<file path="src/rtl/stream_upsizer.sv">
// stream_upsizer: packs RATIO narrow beats into one wide word with lane keep mask.
// Optional idle-flush of partial words when STREAM_UPSIZER_TIMEOUT_EN is defined.
module stream_upsizer #(
  parameter int N       = 32,
  parameter int RATIO   = 4,
  parameter int TIMEOUT = 16
) (
  input  logic                 clk,
  input  logic                 rst_n,
  input  logic                 s_valid,
  input  logic [N-1:0]         s_data,
  input  logic                 s_last,
  output logic                 s_ready,
  output logic                 m_valid,
  output logic [N*RATIO-1:0]   m_data,
  output logic [RATIO-1:0]     m_keep,
  output logic                 m_last,
  input  logic                 m_ready
);
  localparam int IW = $clog2(RATIO);

  if (RATIO < 2 || RATIO > 16 || TIMEOUT < 1 || TIMEOUT > 255) begin : g_bad_param
    $error("stream_upsizer: RATIO or TIMEOUT out of range");
  end

  logic [IW-1:0]      r_idx;
  logic [N-1:0]       r_acc [RATIO-1];
  logic               r_m_valid;
  logic [N*RATIO-1:0] r_m_data;
  logic [RATIO-1:0]   r_m_keep;
  logic               r_m_last;
  logic               w_beat;
  logic               w_close;
  logic               w_flush;
  logic               w_load;
  logic [N*RATIO-1:0] w_data;
  logic [RATIO-1:0]   w_keep;

  assign s_ready = ~r_m_valid | m_ready;
  assign w_beat  = s_valid & s_ready;
  assign w_close = w_beat & (s_last | (r_idx == IW'(RATIO-1)));
  assign w_load  = w_close | w_flush;
  assign m_valid = r_m_valid;
  assign m_data  = r_m_data;
  assign m_keep  = r_m_keep;
  assign m_last  = r_m_last;

  // Lanes below the index come from the accumulator; the closing beat lands at the index.
  for (genvar i = 0; i < RATIO; i++) begin : g_lane
    assign w_keep[i] = (IW'(i) < r_idx) | (w_close & (IW'(i) == r_idx));
    if (i < RATIO-1) begin : g_acc
      always_ff @(posedge clk)
        if (w_beat && !w_close && r_idx == IW'(i)) r_acc[i] <= s_data;
      assign w_data[i*N +: N] = !w_keep[i] ? '0 : (IW'(i) < r_idx) ? r_acc[i] : s_data;
    end else begin : g_top
      assign w_data[i*N +: N] = w_keep[i] ? s_data : '0;
    end
  end

`ifdef STREAM_UPSIZER_TIMEOUT_EN
  logic [7:0] r_cnt;
  assign w_flush = ~w_beat & s_ready & (r_idx != '0) & (r_cnt == 8'(TIMEOUT));
  always_ff @(posedge clk or negedge rst_n)
    if (!rst_n) r_cnt <= '0;
    else r_cnt <= (w_beat || r_idx == '0 || w_flush) ? '0 :
                  (r_cnt == 8'(TIMEOUT)) ? r_cnt : r_cnt + 8'd1;
`else
  assign w_flush = 1'b0;
`endif

  always_ff @(posedge clk or negedge rst_n)
    if (!rst_n) begin
      r_m_valid <= 1'b0;
      r_m_data  <= '0;
      r_m_keep  <= '0;
      r_m_last  <= 1'b0;
      r_idx     <= '0;
    end else begin
      if (w_load) begin
        r_m_valid <= 1'b1;
        r_m_data  <= w_data;
        r_m_keep  <= w_keep;
        r_m_last  <= w_close & s_last;
      end else if (m_ready) begin
        r_m_valid <= 1'b0;
      end
      r_idx <= w_load ? '0 : w_beat ? r_idx + IW'(1) : r_idx;
    end
endmodule

</file>
<file path="config.mk">
export PLATFORM = sky130hd
export DESIGN_NAME = stream_upsizer
export DESIGN_NICKNAME = d
export VERILOG_FILES = /design/src/rtl/stream_upsizer.sv
export SDC_FILE = /design/constraint.sdc
export NUM_CORES = 1
export LEC_CHECK = 0
export CAP_MARGIN = 0
export CORE_ASPECT_RATIO = 0.9
export CORE_MARGIN = 1
export CORE_UTILIZATION = 52
export DETAILED_ROUTE_END_ITERATION = 6
export PLACE_DENSITY_LB_ADDON = 0.1
export SYNTH_ARGS = -nofsm -noshare
export SYNTH_HDL_FRONTEND = slang
export SYNTH_SLANG_ARGS = --single-unit
</file>
<file path="constraint.sdc">
create_clock -name clk -period 3.6 [get_ports clk]
set_input_delay 0.54 -clock clk [delete_from_list [all_inputs] [get_ports clk]]
set_output_delay 0.54 -clock clk [all_outputs]
set_load 0.1 [all_outputs]
</file>
==> results.sh <==
export IMPL_cts_sinks=232
export IMPL_worst_path_max_fanout=2
export IMPL_cp_slowest_cell="clkdlybuf4s50_1"
export IMPL_critical_path_max_stage_delay_ps=1190
export IMPL_synth_compound_area_frac=0.0496
export IMPL_grt_pass1_wl_mm=31.9
export IMPL_fin_setup_tns_ps=0
export IMPL_overflow=0
export IMPL_synth_top_area_cell="dfrtp_1"
export IMPL_async_flop_share=0.586
export IMPL_placedCellCount=1002
export IMPL_synth_edf_count=96
export IMPL_seq_area_frac_synth=0.675
export IMPL_cp_arrival_ps=2060
export IMPL_sw_frac_of_total=0.477
export IMPL_relSlewSlack=0.282
export IMPL_slew_violations=0
export IMPL_rr_startpoint="r_idx[1]"
export IMPL_area_growth_synth_to_final_pct=28.3
export IMPL_ctsResizeCount=0
export IMPL_tightest_slew_ps=1080
export IMPL_place_congestion=0.789
export IMPL_hold_viol_final=0
export IMPL_hold_slack_ps=212
export IMPL_viasPerCell=5.40
export IMPL_worst_setup_path_type="reg -> out"
export IMPL_synth_xor_area_frac=0
export IMPL_drv_cap=0
export IMPL_grt_antenna_before_repair=0
export IMPL_critPathBufInv=1
export IMPL_drt_wl_total_mm=20.2
export IMPL_leakage_nw=4.84
export IMPL_switching_power_mw=5.38
export IMPL_synth_nets=663
export IMPL_fin_nets=829
export IMPL_coreArea_um2=17600
export IMPL_synth_avg_cell_area_um2=15.0
export IMPL_synth_simple_area_share=0.0481
export IMPL_num_rows=46
export IMPL_remaining_drc_errors=0
export IMPL_clk_transition_reported_paths_ps=60
export IMPL_status="finished clean"
export IMPL_post_cts_setup_buffers=0
export IMPL_drive_gt1_frac=0.187
export IMPL_cp_required_ps=3060
export IMPL_initial_core_util=0.531
export IMPL_wl_per_cell_um=19.3
export IMPL_synthFlopType="dfrtp_1"
export IMPL_dr_total_vias=5653
export IMPL_r2r_end="r_acc[0][7]"
export IMPL_reg2reg_slack_ps=1090
export IMPL_ios=172
export IMPL_cts_root_buf="clkbuf_16"
export IMPL_io_buffers=171
export IMPL_synth_top_cell_area_share=0.365
export IMPL_hold_buffers=0
export IMPL_ys_types=22
export IMPL_rsz0062_at_grt="no"
export IMPL_die_x_um=143
export IMPL_grt_pass1_vias=5787
export IMPL_power_share_clock=0.207
export IMPL_critical_path_top_delay_family="buffers and inverters"
export IMPL_period_minus_slack_ps=2600
export IMPL_pwr_share_comb=0.475
export IMPL_htree_levels=1
export IMPL_ys_warn_count=0
export IMPL_firstDrtPassIters=4
export IMPL_die_area_um2=18500
export IMPL_hpwl_mm=12.1
export IMPL_insertion_delay_ps=510
export IMPL_end_kind="primary output"
export IMPL_die_h_um=129
export IMPL_max_clock_path_buffers=3
export IMPL_final_cells=1046
export IMPL_reg2regPathDepth=3
export IMPL_worst_slack_ps=997
export IMPL_fillCellCount=1216
export IMPL_p_per_area_nw_per_um2=945
export IMPL_drt_initial_drc_count=370
export IMPL_seq_power_share=0.318
export IMPL_ant_nets=0
export IMPL_vdd_drop_max_v=0.000785
export IMPL_p_int_mw=5.91
export IMPL_cp_start_kind="flop"
export IMPL_fmax_mhz=384
export IMPL_finalClockSkew_ps=7.57
export IMPL_syn_cell_area_um2=9320
export IMPL_synth_seq_cells=232
export IMPL_finalCritPeriodShare=0.723
export IMPL_synth_adder_area_share=0.00537
export IMPL_track_usage=0.225
export IMPL_grt_max_degree=117
export IMPL_synthCells=622
export IMPL_synth_mux_area_frac=0.196
export IMPL_synth_top_family_by_area="multiplexers"
export IMPL_post_place_ws_ps=876
export IMPL_antennaDiodeCount=0
export IMPL_worstPathCellList="clkdlybuf4s50_1"
export IMPL_synth_area_leaders="dfrtp_1, edfxtp_1, mux2_2"
export IMPL_hold_path_class="in -> async"
export IMPL_cts_tree="built"
export IMPL_cts_buffers=24
export IMPL_finalSetupViolCount=0
-- Yosys cell counts (4+ instances only) --
cell type	count
clkbuf_1	13
buf_2	21
ha_1	4
inv_1	5
mux2_1	35
mux2_2	85
mux2_4	9
nand2_1	66
edfxtp_1	96
mux2i_1	34
a22o_1	33
dfrtp_1	136
buf_6	6
nor2_1	35
o21ai_0	33
-- routing by layer --
| layer | vias up | global-route usage | part of all wire |
|---|---|---|---|
| met4 | 0 | 0.0607 | 0.019 |
| met2 | 156 | 0.359 | 0.47 |
| li1 | 2560 | - | - |
| met3 | 31 | 0.0383 | 0.046 |
| met5 | - | 0 | 0 |
| met1 | 2906 | 0.321 | 0.46 |
-- cell usage in the layout, fill, tap and decap left out, types with 5 or more instances in the layout --
cell | synthesis | final
clkdlybuf4s50_1 | 0 | 169
clkbuf_1 | 13 | 5
buf_4 | 0 | 10
clkinv_2 | 0 | 8
edfxtp_1 | 96 | 96
dfrtp_1 | 136 | 135
a22o_1 | 33 | 33
o21ai_0 | 33 | 33
mux2_1 | 35 | 35
inv_1 | 5 | 5
nor2_1 | 35 | 34
clkbuf_16 | 0 | 25
mux2_4 | 9 | 9
nand2_1 | 66 | 66
mux2_2 | 85 | 85
mux2i_1 | 34 | 34
-- logic make-up after synthesis --
| group | count (synthesis) |
|---|---|
| adder cells (fa/ha/maj) | 4 |
| flip-flops | 232 |
| AO/OA/AOI/OAI | 67 |
| buffers and inverters | 46 |
| AND/OR/NAND/NOR | 110 |
| multiplexers | 163 |
-- worst max path at each step --
| stage | from | end | slack [ps] | cells past startpoint |
|---|---|---|---|---|
| after global placement | m_ready | r_acc[0][67] | 910 | 4 |
| after detailed placement | m_ready | r_acc[0][5] | 880 | 4 |
| after CTS | m_data[95] | m_data[95] | 980 | 1 |
| after global routing | r_idx[1] | r_acc[0][4] | 910 | 3 |
| final | m_data[23] | m_data[23] | 1000 | 1 |
| after floorplan | m_valid | r_acc[0][0] | 680 | 4 |
-- per-stage QoR --
stage	total power, mW	cell area [um2]	utilization
after floorplan	7.67	9320	-
after global placement	8.95	11200	0.638
after detailed placement	9.02	11200	0.638
after CTS	11.4	12000	0.681
after global routing	11.7	12000	0.681
final	11.3	12000	0.681
-- registers in the layout, indices dropped and copies added, names as in the netlist --
register and count:
r_acc 96, m_keep 4, r_idx 2, m_data 128, m_last 1, m_valid 1
-- power groups by stage --
stage / logic (mW) / clock network (mW) / registers [mW]
final: 5.37 / 2.34 / 3.59
after global routing: 5.54 / 2.47 / 3.64
after CTS: 5.40 / 2.37 / 3.59
after detailed placement: 5.39 / 0 / 3.63
after global placement: 5.33 / 0 / 3.62
after floorplan: 0.896 / 0 / 6.77
-- cell type report --
cell class	instances	area (um2)	area share
Inverter	5	18.8	0.00157
Timing Repair Buffer	181	1800	0.150
Multi-Input combinational cell	344	2800	0.234
Sequential cell	232	6290	0.526
Clock inverter	10	47.5	0.00398
Tap cell	240	300	0.0251
Clock buffer	34	699	0.0585
No activity file was read; power rests on OpenSTA's default activity.
